===== src/rtl/lsu_pkg.sv =====
// Shared encodings for the load/store memory port: access sizes, FSM states,
// lane width and a size-to-byte-count helper.
package lsu_pkg;

  localparam logic [1:0] SZ_BYTE = 2'b00;
  localparam logic [1:0] SZ_HALF = 2'b01;
  localparam logic [1:0] SZ_WORD = 2'b10;
  localparam logic [1:0] SZ_ILL  = 2'b11;

  localparam int unsigned LANE_W = 8;

  typedef enum logic [1:0] {
    StIdle,
    StRead,
    StWrite,
    StResp
  } lsu_state_t;

  // Illegal size reports 4 bytes; it is rejected by the size check anyway.
  function automatic logic [2:0] size_bytes(input logic [1:0] size);
    logic [2:0] n;
    unique case (size)
      SZ_BYTE: n = 3'd1;
      SZ_HALF: n = 3'd2;
      default: n = 3'd4;
    endcase
    return n;
  endfunction

endpackage


===== src/rtl/lsu_mem_port_if.sv =====
// Core request/response channel plus RAM port of the load/store initiator.
interface lsu_mem_port_if;

  logic        req_valid;
  logic        req_ready;
  logic        req_store;
  logic [1:0]  req_size;
  logic        req_unsigned;
  logic [31:0] req_addr;
  logic [31:0] req_wdata;

  logic        resp_valid;
  logic        resp_ready;
  logic [31:0] resp_rdata;
  logic        resp_err;

  logic [31:0] mem_addr;
  logic [31:0] mem_wdata;
  logic        mem_we;
  logic [31:0] mem_rdata;

  modport slave (
    input  req_valid, req_store, req_size, req_unsigned, req_addr, req_wdata,
    input  resp_ready, mem_rdata,
    output req_ready, resp_valid, resp_rdata, resp_err,
    output mem_addr, mem_wdata, mem_we
  );

  modport master (
    output req_valid, req_store, req_size, req_unsigned, req_addr, req_wdata,
    output resp_ready, mem_rdata,
    input  req_ready, resp_valid, resp_rdata, resp_err,
    input  mem_addr, mem_wdata, mem_we
  );

endinterface


===== src/rtl/lsu_align.sv =====
// Lane steering: extracts and extends load data from a RAM word, and merges
// sub-word store data into a RAM word.
module lsu_align
  import lsu_pkg::*;
(
  input  logic [1:0]  addr_lo_i,
  input  logic [1:0]  size_i,
  input  logic        unsigned_i,
  input  logic [31:0] word_i,
  input  logic [31:0] wdata_i,
  output logic [31:0] load_o,
  output logic [31:0] merged_o
);

  logic [4:0]  sh;
  logic [15:0] shifted;
  logic [31:0] mask;

  assign sh      = 5'(32'(addr_lo_i) * LANE_W);
  assign shifted = 16'(word_i >> sh);

  always_comb begin
    load_o = word_i;
    mask   = 32'hffff_ffff;
    unique case (size_i)
      SZ_BYTE: begin
        load_o = {{24{~unsigned_i & shifted[7]}}, shifted[7:0]};
        mask   = 32'h0000_00ff << sh;
      end
      SZ_HALF: begin
        load_o = {{16{~unsigned_i & shifted[15]}}, shifted[15:0]};
        mask   = 32'h0000_ffff << sh;
      end
      default: ;
    endcase
    // Word accesses are aligned, so sh is zero and the merge passes wdata through.
    merged_o = (word_i & ~mask) | ((wdata_i << sh) & mask);
  end

endmodule


===== src/rtl/lsu_mem_port.sv =====
// Single-outstanding load/store initiator for one port of the shared RAM;
// sub-word stores are done as read-modify-write.
module lsu_mem_port
  import lsu_pkg::*;
#(
  parameter int unsigned MEM_BYTES = 4096
) (
  input logic            m_clock,
  input logic            p_reset_n,
  lsu_mem_port_if.slave  bus
);

  lsu_state_t  state_q, state_d;
  logic [31:0] addr_q, addr_d;
  logic [1:0]  size_q, size_d;
  logic        store_q, store_d;
  logic        unsigned_q, unsigned_d;
  logic [31:0] wdata_q, wdata_d;
  logic [31:0] resp_rdata_q, resp_rdata_d;
  logic        resp_err_q, resp_err_d;
  logic [31:0] mem_wdata_q, mem_wdata_d;

  logic [32:0] end_addr;
  logic        req_err;
  logic [31:0] load_data;
  logic [31:0] merged_word;

  assign end_addr = {1'b0, bus.req_addr} + 33'(size_bytes(bus.req_size));
  assign req_err  = (bus.req_size == SZ_ILL)
                  | ((bus.req_size == SZ_HALF) & bus.req_addr[0])
                  | ((bus.req_size == SZ_WORD) & (|bus.req_addr[1:0]))
                  | (end_addr > 33'(MEM_BYTES));

  lsu_align u_align (
    .addr_lo_i  (addr_q[1:0]),
    .size_i     (size_q),
    .unsigned_i (unsigned_q),
    .word_i     (bus.mem_rdata),
    .wdata_i    (wdata_q),
    .load_o     (load_data),
    .merged_o   (merged_word)
  );

  always_comb begin
    state_d      = state_q;
    addr_d       = addr_q;
    size_d       = size_q;
    store_d      = store_q;
    unsigned_d   = unsigned_q;
    wdata_d      = wdata_q;
    resp_rdata_d = resp_rdata_q;
    resp_err_d   = resp_err_q;
    mem_wdata_d  = mem_wdata_q;
    unique case (state_q)
      StIdle: begin
        if (bus.req_valid) begin
          addr_d       = bus.req_addr;
          size_d       = bus.req_size;
          store_d      = bus.req_store;
          unsigned_d   = bus.req_unsigned;
          wdata_d      = bus.req_wdata;
          resp_rdata_d = '0;
          resp_err_d   = req_err;
          if (req_err) begin
            state_d = StResp;
          end else if (bus.req_store && (bus.req_size == SZ_WORD)) begin
            mem_wdata_d = bus.req_wdata;
            state_d     = StWrite;
          end else begin
            state_d = StRead;
          end
        end
      end
      StRead: begin
        if (store_q) begin
          mem_wdata_d = merged_word;
          state_d     = StWrite;
        end else begin
          resp_rdata_d = load_data;
          state_d      = StResp;
        end
      end
      StWrite: state_d = StResp;
      StResp: begin
        if (bus.resp_ready) begin
          state_d = StIdle;
        end
      end
      default: state_d = StIdle;
    endcase
  end

  always_ff @(posedge m_clock or negedge p_reset_n) begin
    if (!p_reset_n) begin
      state_q      <= StIdle;
      addr_q       <= '0;
      size_q       <= SZ_BYTE;
      store_q      <= 1'b0;
      unsigned_q   <= 1'b0;
      wdata_q      <= '0;
      resp_rdata_q <= '0;
      resp_err_q   <= 1'b0;
      mem_wdata_q  <= '0;
    end else begin
      state_q      <= state_d;
      addr_q       <= addr_d;
      size_q       <= size_d;
      store_q      <= store_d;
      unsigned_q   <= unsigned_d;
      wdata_q      <= wdata_d;
      resp_rdata_q <= resp_rdata_d;
      resp_err_q   <= resp_err_d;
      mem_wdata_q  <= mem_wdata_d;
    end
  end

  assign bus.req_ready  = (state_q == StIdle);
  assign bus.resp_valid = (state_q == StResp);
  assign bus.mem_we     = (state_q == StWrite);
  assign bus.resp_rdata = resp_rdata_q;
  assign bus.resp_err   = resp_err_q;
  assign bus.mem_addr   = {addr_q[31:2], 2'b00};
  assign bus.mem_wdata  = mem_wdata_q;

endmodule


===== src/flat_wrapper.sv =====
// flat-port wrapper written by rule: the top's interface ports become plain ports
module lsu_mem_port_flat import lsu_pkg::*;
#(
  parameter int unsigned MEM_BYTES = 4096
)
  (m_clock, p_reset_n, bus_req_valid, bus_req_store, bus_req_size, bus_req_unsigned, bus_req_addr, bus_req_wdata, bus_resp_ready, bus_mem_rdata, bus_req_ready, bus_resp_valid, bus_resp_rdata, bus_resp_err, bus_mem_addr, bus_mem_wdata, bus_mem_we);
  lsu_mem_port_if bus_i ();
  input logic m_clock;
  input logic p_reset_n;
  input wire logic [$bits(bus_i.req_valid)-1:0] bus_req_valid;
  input wire logic [$bits(bus_i.req_store)-1:0] bus_req_store;
  input wire logic [$bits(bus_i.req_size)-1:0] bus_req_size;
  input wire logic [$bits(bus_i.req_unsigned)-1:0] bus_req_unsigned;
  input wire logic [$bits(bus_i.req_addr)-1:0] bus_req_addr;
  input wire logic [$bits(bus_i.req_wdata)-1:0] bus_req_wdata;
  input wire logic [$bits(bus_i.resp_ready)-1:0] bus_resp_ready;
  input wire logic [$bits(bus_i.mem_rdata)-1:0] bus_mem_rdata;
  output wire logic [$bits(bus_i.req_ready)-1:0] bus_req_ready;
  output wire logic [$bits(bus_i.resp_valid)-1:0] bus_resp_valid;
  output wire logic [$bits(bus_i.resp_rdata)-1:0] bus_resp_rdata;
  output wire logic [$bits(bus_i.resp_err)-1:0] bus_resp_err;
  output wire logic [$bits(bus_i.mem_addr)-1:0] bus_mem_addr;
  output wire logic [$bits(bus_i.mem_wdata)-1:0] bus_mem_wdata;
  output wire logic [$bits(bus_i.mem_we)-1:0] bus_mem_we;
  assign bus_i.req_valid = bus_req_valid;
  assign bus_i.req_store = bus_req_store;
  assign bus_i.req_size = bus_req_size;
  assign bus_i.req_unsigned = bus_req_unsigned;
  assign bus_i.req_addr = bus_req_addr;
  assign bus_i.req_wdata = bus_req_wdata;
  assign bus_i.resp_ready = bus_resp_ready;
  assign bus_i.mem_rdata = bus_mem_rdata;
  assign bus_req_ready = bus_i.req_ready;
  assign bus_resp_valid = bus_i.resp_valid;
  assign bus_resp_rdata = bus_i.resp_rdata;
  assign bus_resp_err = bus_i.resp_err;
  assign bus_mem_addr = bus_i.mem_addr;
  assign bus_mem_wdata = bus_i.mem_wdata;
  assign bus_mem_we = bus_i.mem_we;
  lsu_mem_port #(.MEM_BYTES(MEM_BYTES)) u_core (.m_clock(m_clock), .p_reset_n(p_reset_n), .bus(bus_i));
endmodule

===== config.mk =====
export PLATFORM = sky130hd
export DESIGN_NAME = lsu_mem_port_flat
export DESIGN_NICKNAME = d
export VERILOG_FILES = /design/src/rtl/lsu_pkg.sv /design/src/rtl/lsu_mem_port_if.sv /design/src/rtl/lsu_align.sv /design/src/rtl/lsu_mem_port.sv /design/src/flat_wrapper.sv
export SDC_FILE = /design/constraint.sdc
export NUM_CORES = 1
export LEC_CHECK = 0
export ABC_AREA = 1
export ABC_CLOCK_PERIOD_IN_PS = 2700
export CAP_MARGIN = 20
export CORE_UTILIZATION = 50
export DETAILED_ROUTE_END_ITERATION = 8
export PLACE_DENSITY = 0.81
export SYNTH_ARGS = -nofsm -noshare
export SYNTH_HDL_FRONTEND = slang
export SYNTH_SLANG_ARGS = --single-unit

===== constraint.sdc =====
create_clock -name m_clock -period 2.7 [get_ports m_clock]
set_input_delay 0.81 -clock m_clock [delete_from_list [all_inputs] [get_ports m_clock]]
set_output_delay 0.81 -clock m_clock [all_outputs]
set_load 0.02 [all_outputs]

==> results of run 1 <==
==> power by group through the flow <==
| stage | Combinational, µW | Sequential, µW | Clock [µW] |
|---|---|---|---|
| floorplan | 4010 | 3870 | 0 |
| global placement | 6800 | 3560 | 0 |
| detailed placement | 6970 | 3570 | 0 |
| CTS | 7330 | 3560 | 2440 |
| global route | 8040 | 3690 | 2530 |
| finish | 7430 | 3600 | 2440 |
==> per-stage QoR <==
| stage | setup slack, ps | util, % | cell area, µm² | setup TNS, ps |
|---|---|---|---|---|
| 3_5_place_dp | -974 | 68.3 | 10900 | -32650 |
| 6_report | -122 | 73.9 | 11800 | -2930 |
| 2_1_floorplan | -158 | - | 8290 | -4810 |
| 3_3_place_gp | -867 | 68.3 | 10900 | -29510 |
| 5_1_grt | -259 | 73.9 | 11800 | -7410 |
| 4_1_cts | -130 | 73.5 | 11800 | -3490 |
==> timing repair <==
item / 4_1_cts / 5_1_grt
gates resized for setup: 42 / 21
hold buffers: 0 / 0
hold endpoints to repair: 0 / 0
setup buffers: 5 / 3
endpoints found under the setup margin: 35 / 35
gates cloned: 4 / 0
pin swaps: 24 / 8
==> worst min-delay path by stage <==
stage | startpoint | to | slack [ps] | depth (start not counted)
3_3_place_gp | u_core.bus.mem_wdata[8]$_DFFE_PN0P_ | u_core.bus.mem_wdata[8]$_DFFE_PN0P_ | 460 | 2
2_1_floorplan | u_core.addr_q[10]$_DFFE_PN0P_ | u_core.addr_q[10]$_DFFE_PN0P_ | 450 | 2
5_1_grt | p_reset_n | u_core.bus.resp_rdata[24]$_DFFE_PN0P_ | 360 | 1
6_report | p_reset_n | u_core.bus.resp_rdata[24]$_DFFE_PN0P_ | 320 | 1
4_1_cts | p_reset_n | u_core.bus.resp_rdata[21]$_DFFE_PN0P_ | 340 | 1
3_5_place_dp | u_core.bus.mem_wdata[25]$_DFFE_PN0P_ | u_core.bus.mem_wdata[25]$_DFFE_PN0P_ | 460 | 2
==> synth_stat cells (2+ instances only) <==
cell | count | area share (%)
a21oi_1 | 40 | 2.4
a22oi_1 | 24 | 2.2
a31oi_1 | 5 | 0.38
buf_1 | 3 | 0.14
buf_2 | 6 | 0.36
buf_4 | 33 | 3.0
buf_6 | 3 | 0.41
clkbuf_1 | 49 | 2.2
dfrtp_1 | 135 | 41
ha_1 | 7 | 1.1
inv_1 | 131 | 6.0
inv_2 | 2 | 0.091
mux2i_1 | 6 | 0.73
nand2_1 | 312 | 14
nand2_2 | 4 | 0.30
nand3_1 | 31 | 1.9
nand3b_1 | 2 | 0.18
nand4_1 | 45 | 3.4
nor2_1 | 73 | 3.3
nor2_2 | 7 | 0.53
nor3_1 | 8 | 0.49
o211ai_1 | 17 | 1.5
o21ai_0 | 148 | 9.0
o221ai_1 | 7 | 0.74
o22ai_1 | 26 | 2.0
o31ai_1 | 2 | 0.18
or2_2 | 6 | 0.46
xor2_1 | 5 | 0.53
==> logic make-up after synthesis <==
logic type | synth area share, %
xor+xnor | 0.531
other cells | 0.0455
buf+inv | 12.2
fa+ha+maj | 1.31
simple gates | 25.6
mux | 0.729
flops | 41.0
compound gates | 18.5
==> worst max-delay path, stage by stage <==
cell and delay [ps]:
dlygate4sd2_1 310, fa_2 480, or2_4 240, nor2_2 70, o21ai_1 80, nor2_1 130
nand2_1 70, nor2_1 80, nand3_1 90, nand2_1 100, nand3_2 110, nand2_4 100
buf_8 140, buf_12 100, buf_16 120, nand4_1 90, nand2_1 70
==> registers in the layout, indices dropped and copies added (netlist names) <==
| name | count |
|---|---|
| u_core.state_q | 2 |
| u_core.store_q | 1 |
| u_core.wdata_q | 32 |
| u_core.size_q | 2 |
| u_core.bus.resp_rdata | 32 |
| u_core.bus.resp_err | 1 |
| u_core.unsigned_q | 1 |
| u_core.addr_q | 32 |
| u_core.bus.mem_wdata | 32 |
==> cell type report <==
class	instances	area (µm²)
Antenna cell	1	2.50
Clock buffer	21	470
Clock inverter	11	148
Fill cell	1281	4180
Inverter	134	503
Multi-Input combinational cell	785	4050
Sequential cell	135	3380
Tap cell	216	270
Timing Repair Buffer	309	3000
==> routing by layer <==
metal,routed length [µm],global-route usage (%),up-vias
li1,-,-,4235
met1,11000,41.6,4160
met2,14100,59.8,520
met3,2610,8.35,111
met4,1460,18.5,0
met5,0,0,-
==> metrics, run 1 <==
CP Capture Type=register; violated checks=negative setup slack; Post-Synthesis Cells=between 1000 and 1500; post-synthesis cell type count=37; Die Area=0.0170 mm²; Total Nets Final=1494; worst skew pair latency=430 ps; fin crit share=105%; Yosys reg bits=135; Most used DFF post-synth=dfrtp_1; Remaining Overflow, GRT=0; 1st-iter DRT viols=~900; Fmax=354 MHz; Crit Path Class=input port to register; Startpoint Class=input port; Overall Power=approximately 13000 µW; Vias=9026; r2r startpoint=u_core.addr_q[1]$_DFFE_PN0P_; post-synthesis sequential area ratio=41.0%; Synthesis Warnings=0; Syn Area/Cell=7.19 µm²; switching share of power=44.3%; Site Rows=46; Async SR Flop Fraction=100%; CP Max Fanout=8; Placed Cells incl. Taps=1568; CTS max path bufs=2; Switching Power=5960 µW; clk sinks=135; Routed Wire Length=between 20000 and 30000 µm; Worst Setup SP=bus_req_addr[1]; DR WL/cell=18.1 µm; worst relative slew slack=approximately three fifths; CTS tree=built; core area=0.0160 mm²; global-route wire length before repair=45400 µm; Max Slew Vio Count=0; Max Cap Viol=0; # setup viols final=33; RSZ-0062 raised after global routing=yes; final setup skew=between 7 and 8 ps; Pre-antenna DRT Iters=7; FF-to-FF End=u_core.bus.mem_wdata[21]$_DFFE_PN0P_; CTS Root Cell=clkbuf_16; arrival time at the worst endpoint=about 3200 ps; antenna-violating nets left=0; IO Pins=between 200 and 250; pwr dens=approximately 1100 mW/mm²; Hold Violations, Final=0; Max H-tree Level=4; GPL Wtd Cong=0.973; critical path data required time=a little over 3000 ps; via-per-instance ratio=5.60; Pleak=around 0.0056 µW; initial antenna violation count=1; # port buffers=about 200; cell area after synthesis=0.00824 mm²; most common cell after layout, fill and taps aside=nand2_1; dpl hpwl=20900 µm; Final Worst Setup Slack=-122 ps; outcome=finished, violations left; Area Growth Syn to Fin=43.4%; final critical-path required period=2820 ps; Power Internal=7510 µW; TritonCTS buffer count=17; Initial Util=51.5%; EDFF count, synth=0; worst r2r path cells=9; chip height=130 µm; VDD IR max=between 0.9 and 1 mV; Reg clk slew, reported paths=about 60 ps; Sequential Power Share=26.7%; drt drc=0; hold_ws=321 ps; measured slew at the worst slew-check pin=approximately 600 ps; most frequent cells in the layout=nand2_1, clkdlybuf4s50_1, o21ai_0; number of global-route vias before repair=8795; layout cell share with drive strength beyond 1=14.6%; Layout Cells excl Fill=1612; flop2flop setup slack=between 200 and 300 ps; Comb power frac=55.2%; crit path capture=u_core.bus.mem_wdata[15]$_DFFE_PN0P_; Hold/Removal Path Class=input port to async pin; largest net degree at the start of global routing=approximately 130; Clk pwr share=between 15 and 20%; GRT Total Usage=roughly a third; die span in x=130 µm
No activity file was read; power rests on OpenSTA's default activity.
==> run 2, diff against run 1 <==
--- a/config.mk
+++ b/config.mk
@@ -9,6 +9,7 @@
 export ABC_CLOCK_PERIOD_IN_PS = 2700
 export CAP_MARGIN = 20
 export CORE_UTILIZATION = 50
+export CTS_CLUSTER_SIZE = 40
 export DETAILED_ROUTE_END_ITERATION = 8
 export PLACE_DENSITY = 0.81
 export SYNTH_ARGS = -nofsm -noshare
==> results of run 2 <==
Final layout, timing and power as in run 1 (identical DEF).
==> run 3, diff against run 2 <==
--- a/config.mk
+++ b/config.mk
@@ -12,6 +12,7 @@
 export CTS_CLUSTER_SIZE = 40
 export DETAILED_ROUTE_END_ITERATION = 8
 export PLACE_DENSITY = 0.81
+export SETUP_SLACK_MARGIN = 0.1
 export SYNTH_ARGS = -nofsm -noshare
 export SYNTH_HDL_FRONTEND = slang
 export SYNTH_SLANG_ARGS = --single-unit
==> run 3 against run 2 <==
Compared with the run above: the flow still finishes with violations (negative setup slack); final cell count up 0.19%; clock skew up 2.0 ps; total power up 2.1%; sequential power about the same; critical path type unchanged; largest power group unchanged.
==> metrics, run 3 (synthesis gave the netlist of run 1 again) <==
Hold/Removal Path Class=input port to async pin (unchanged); most frequent cells in the layout=nand2_1, clkdlybuf4s50_1, o21ai_0 (unchanged); final setup skew=9.29 ps (was 7.31 ps); core area=0.0160 mm² (unchanged); clk sinks=135 (unchanged); Top delay family on crit path=simple AND/OR/NAND/NOR gates (unchanged); Total Nets Final=1497 (was 1494); Clk pwr share=17.7% (was 18.1%); pwr dens=1150 mW/mm² (was 1140 mW/mm²); Routed Wire Length=29600 µm (was 29200 µm); die span in x=130 µm (unchanged); Initial Util=51.5% (unchanged); Area Growth Syn to Fin=44.9% (was 43.4%); switching share of power=44.5% (was 44.3%); drt drc=0 (unchanged); Crit path top cell by count=nand2_1 (unchanged); Placed Cells incl. Taps=1568 (unchanged); GRT Total Usage=35.3% (was 35.2%); Pre-antenna DRT Iters=6 (was 7); fin crit share=106% (was 105%); critical path data required time=3060 ps (about the same); Die Area=0.0170 mm² (unchanged); outcome=finished, violations left (unchanged); CTS Root Cell=clkbuf_16 (unchanged); # port buffers=201 (unchanged); VDD IR max=0.909 mV (was 0.903 mV); Comb power frac=55.9% (was 55.2%); CP Max Fanout=8 (unchanged); number of global-route vias before repair=8828 (was 8795); Power Internal=7630 µW (was 7510 µW); # setup viols final=33 (unchanged); initial antenna violation count=1 (unchanged); Max Slew Vio Count=0 (unchanged); Slowest Stage Delay on Critical Path=490 ps (was 480 ps); IO Pins=204 (unchanged); layout cell share with drive strength beyond 1=15.7% (was 14.6%); dpl hpwl=20900 µm (unchanged); Hold Violations, Final=0 (unchanged); Sequential Power Share=26.4% (was 26.7%); Site Rows=46 (unchanged); final critical-path required period=2860 ps (was 2820 ps); Crit-path slowest cell=fa_2 (unchanged); largest net degree at the start of global routing=127 (unchanged); global-route wire length before repair=45400 µm (about the same); Switching Power=6120 µW (was 5960 µW); worst-path cell chain=dlygate4sd2_1 > fa_2 > or2_4 > nor2_2 > o21ai_1 > nor2_1 > nand2_1 > nor2_1 > nand3_1 > nand2_1 > nand3_2 > nand2_4 > buf_8 > buf_12 > clkbuf_16 > nand4_1 > nand2_1 (was dlygate4sd2_1 > fa_2 > or2_4 > nor2_2 > o21ai_1 > nor2_1 > nand2_1 > nor2_1 > nand3_1 > nand2_1 > nand3_2 > nand2_4 > buf_8 > buf_12 > buf_16 > nand4_1 > nand2_1); RSZ-0062 raised after global routing=yes (unchanged); Max Cap Viol=0 (unchanged); multi-input logic area=0.00411 mm² (was 0.00405 mm²); Seq. cell area=0.00338 mm² (unchanged); Final Worst Setup Slack=-160 ps (was -122 ps); 1st-iter DRT viols=1081 (was 904); most common cell after layout, fill and taps aside=nand2_1 (unchanged); worst relative slew slack=58.4% (was 60.1%); hold buffer count at cts=0 (unchanged); Vias=9153 (was 9026); Crit Path Class=input port to register (unchanged); CTS max path bufs=2 (unchanged); Max H-tree Level=4 (unchanged); chip height=130 µm (unchanged); violated checks=negative setup slack (unchanged); antenna-violating nets left=0 (unchanged); worst skew pair latency=430 ps (about the same); TritonCTS buffer count=17 (unchanged); Pleak=0.00565 µW (was 0.00560 µW); Reg clk slew, reported paths=60 ps (about the same); DR WL/cell=18.3 µm (was 18.1 µm); fill cell count=1259 (was 1281); arrival time at the worst endpoint=3220 ps (was 3190 ps); Layout Cells excl Fill=1615 (was 1612); via-per-instance ratio=5.67 (was 5.60); GPL Wtd Cong=0.973 (unchanged); measured slew at the worst slew-check pin=624 ps (was 599 ps); Setup TNS Final=-4320 ps (was -2930 ps); Fmax=350 MHz (was 354 MHz); Remaining Overflow, GRT=0 (unchanged); CP bufs+invs=4 (unchanged); CTS tree=built (unchanged); CP Capture Type=register (unchanged); Startpoint Class=input port (unchanged)
[run 3: cell types whose count changed in the layout (fill, tap and decap cells not counted), moves of 2 or more]
cell	previous run	this run
dlygate4sd2_1	5	7
nand2_1	295	283
clkbuf_16	17	19
nand2_2	16	22
nand2_4	6	12
[run 3: final cells by class]
class,instances,area share (%)
multi-input cells,785,34.4
flip-flops and latches,135,28.3
repair buffers,312,25.6
inverters,134,4.21
clock buffers,21,3.94
well taps,216,2.26
clock inverters,11,1.24
diodes,1,0.0210
[run 3: path summary, 6_finish.rpt]
path | start | endpoint | slack, ps | cells after the start
max | bus_req_addr[1] | u_core.bus.mem_wdata[6]$_DFFE_PN0P_ | -160 | 17
min in group m_clock | u_core.bus.mem_wdata[25]$_DFFE_PN0P_ | u_core.bus.mem_wdata[25]$_DFFE_PN0P_ | 480 | 2
min reg2reg | u_core.bus.mem_wdata[25]$_DFFE_PN0P_ | u_core.bus.mem_wdata[25]$_DFFE_PN0P_ | 480 | 2
min | p_reset_n | u_core.bus.resp_rdata[24]$_DFFE_PN0P_ | 330 | 1
max reg2reg | u_core.addr_q[1]$_DFFE_PN0P_ | u_core.bus.mem_wdata[21]$_DFFE_PN0P_ | 200 | 9
max in group asynchronous | p_reset_n | u_core.wdata_q[5]$_DFFE_PN0P_ | 1720 | 2
[run 3: what timing repair did]
item / CTS / global route
cloned: 4 / 2
setup endpoints to repair: 37 / 35
pin swaps: 25 / 21
endpoints found under the hold margin: 0 / 0
buffers inserted: 7 / 2
gates resized for setup: 47 / 38
[run 3: power by group through the flow]
stage	Clock, µW	Combinational (µW)	Sequential (µW)
floorplan	0	4010	3870
global placement	0	6800	3560
detailed placement	0	6970	3570
CTS	2440	7360	3560
global route	2530	8280	3710
finish	2440	7680	3620
[run 3: metal layers]
| metal | track usage (%) | vias up | share of wire [%] |
|---|---|---|---|
| met5 | 0 | - | 0 |
| met4 | 18.7 | 0 | 5.4 |
| met3 | 8.02 | 127 | 9.0 |
| met2 | 59.8 | 557 | 48 |
| met1 | 41.8 | 4220 | 38 |
| li1 | - | 4249 | - |
[run 3: stage by stage]
step	utilization [%]	instance area [µm²]	worst slack, ps	total power (µW)	hold WS [ps]
finish	74.6	11900	-160	13700	326
global route	74.6	11900	-273	14500	360
CTS	73.7	11800	-130	13400	340
detailed placement	68.3	10900	-974	10500	462
global placement	68.3	10900	-867	10400	456
floorplan	-	8290	-158	7880	450
==> RTL edit, RTL diff (settings of run 2) <==
`addr_q` no longer has a reset.
--- a/src/rtl/lsu_mem_port.sv
+++ b/src/rtl/lsu_mem_port.sv
@@ -95,3 +95,2 @@
       state_q      <= StIdle;
-      addr_q       <= '0;
       size_q       <= SZ_BYTE;
@@ -105,3 +104,2 @@
       state_q      <= state_d;
-      addr_q       <= addr_d;
       size_q       <= size_d;
@@ -114,2 +112,6 @@
     end
+  end
+
+  always_ff @(posedge m_clock) begin
+    addr_q <= addr_d;
   end
Formal check against the unedited RTL: not equivalent (Yosys sat finds a counterexample within 4 cycles, from zero or initial values and one cycle with p_reset_n low).
==> RTL edit against run 2 <==
The run ends with DRC, setup timing left. Sequential share of layout area rose by 1.2 points. Total power down 12%. Register-to-register slack gained 110 ps. Cell area rose by 0.54%. Wire length is 3.6% lower. Area after synthesis is 1.8% lower. Sequential cell count stayed put. Via count decreased by 2.8%. Setup slack worse by 160 ps. Non-clock buffer count rose by 2. Largest cell class unchanged.
==> RTL edit: results (changes against run 2) <==
| Metric | Value |
|---|---|
| ANT cells | 0 (-1) |
| Worst Setup SP | bus_req_size[0] |
| Leak | 5.394 nW (-3.7%) |
| Clk buf depth | 2 (unchanged) |
| Comb_multi_in | 760 (-3.2%) |
| First-pass GRT wire length | 43.17 mm (-4.9%) |
| Yosys reg bits | 135 (unchanged) |
| Post-synth ARST share | 76.30% (-24 points) |
| DP HPWL | 19.17 mm (-8.3%) |
| Signal buf overhead | 26.09% (+0.71 points) |
| Status | finished with violations |
| Fill cell count | 1171 (-8.6%) |
| Initial drt markers | 992 (+9.7%) |
| Largest net degree at the start of global routing | 60 (-53%) |
| Remaining DRCs | 4 (+4) |
| Top cells by area, synth | dfrtp_1 (32%), nand2_1 (15%), edfxtp_1 (12%) |
| Setup violations, final | 33 (unchanged) |
| RR Startpoint | u_core.addr_q[0]$_DFFE_PP_ |
| Setup Skew | 10.78 ps (+3.471 ps) |
| Placed Area | 10710 sq um (-2.0%) |
| Number of non-clock inverters in the layout | 115 (-14%) |
| Register area | 3538 sq um (+4.7%) |
| GPL Wtd Cong | 0.9649 (-0.84%) |
| Post-synth top cells | nand2_1 (333), inv_1 (113), nor2_1 (106), dfrtp_1 (103), o21ai_0 (95) |
| Layout cells sized above 1 | 17.89% (+3.3 points) |
| Vias in the first global route | 8487 (-3.5%) |
| Post-CTS Resized | 74 (+76%) |
| 1st-pass router iterations | 9 (+2) |
| Post-CTS setup buffer count | 12 (+7) |
| Seq. pwr | 3.45 mW (-4%) |
| Violated checks | DRC, setup timing |
| Signal buffers | 311 (+0.65%) |
| Clock Buffer Count | 17 (-19%) |
| Total track usage | 34.02% (-1.2 points) |
| Clock buf/inv share | 4.674% (-0.55 points) |
| Initial antenna violation count | 0 (-1) |
| Reg-to-Reg End | u_core.bus.mem_wdata[16]$_DFFE_PN0P_ |
| Distinct cells, synth | 36 (-2.7%) |
| Nets | 1452 (-2.8%) |
| Worst EP arrival | 3320 ps (+130 ps) |
| Worst path max stage delay | 410 ps (-70 ps) |
| Switch Pwr | 5.136 mW (-14%) |
| Setup slack, reg-to-reg | 360 ps (+110 ps) |
| PwrDens | 1001 nW/um^2 (-12%) |
| Drt via density | 5.589 (-0.18%) |
| Comb. pwr | 6.23 mW (-16%) |
| Rel. slew slack | 60.64% (+0.54 points) |
| Die footprint | 16710 sq um (-1.7%) |
| Sequential share of the synthesized area | 43.70% (+2.7 points) |
| Place WS | -1125 ps (-151.1 ps) |
| Maximum vdd drop | 0.4846 mV (-46%) |
| Post-synth EDFFs | 32 (+32) |
| DR WL/cell | 17.91 um (-0.98%) |
| Area taken by multi-input logic gates | 3989 sq um (-1.5%) |
| Final setup margin | -285.3 ps (-163.3 ps) |
==> RTL edit: cell count changes after synthesis, sizes merged, moves of 23 or more <==
cell / delta
o21ai: -53
dfrtp: -32
a21oi: -23
nor2: +33
edfxtp: +32
==> RTL edit: routing by layer <==
| metal | track usage [%] | vias up | share of wire, % |
|---|---|---|---|
| li1 | - | 4090 | - |
| met1 | 40.22 | 4048 | 37 |
| met2 | 56.33 | 514 | 49 |
| met3 | 8.340 | 117 | 9.1 |
| met4 | 20.21 | 0 | 5.0 |
| met5 | 0 | - | 0 |
==> RTL edit: how the worst max path moves through the flow <==
stage	end	slack [ps]	cells past startpoint
final	u_core.bus.mem_wdata[30]$_DFFE_PN0P_	-290	23
after global routing	u_core.bus.mem_wdata[18]$_DFFE_PN0P_	-440	22
after CTS	u_core.bus.mem_wdata[18]$_DFFE_PN0P_	-200	22
after detailed placement	u_core.bus.mem_wdata[21]$_DFFE_PN0P_	-1120	20
after global placement	u_core.bus.mem_wdata[0]$_DFFE_PN0P_	-1010	18
after floorplan	u_core.bus.mem_wdata[10]$_DFFE_PN0P_	-200	17
==> RTL edit: stage by stage <==
step	cells	setup TNS (ps)	hold WS, ps	utilization (%)
2_1_floorplan	1097	-6116	449.8	-
3_3_place_gp	1517	-34340	456.9	67.66
3_5_place_dp	1517	-37900	459.1	67.66
4_1_cts	1566	-5937	302.6	73.51
5_1_grt	1569	-13450	316.5	75.10
6_report	1569	-8669	291.2	75.10
==> RTL edit: cells by family (layout without fill, tap and decap cells) <==
kind of cell    count (synthesis)  count (layout)  synth area share, %
xor+xnor                        3               3               0.3245
flops                         135             135                43.70
other cells                     1               2              0.04631
compound gates                206             206                14.97
fa+ha+maj                       8               8                1.329
simple gates                  541             541                28.29
buf+inv                       202             458                11.34
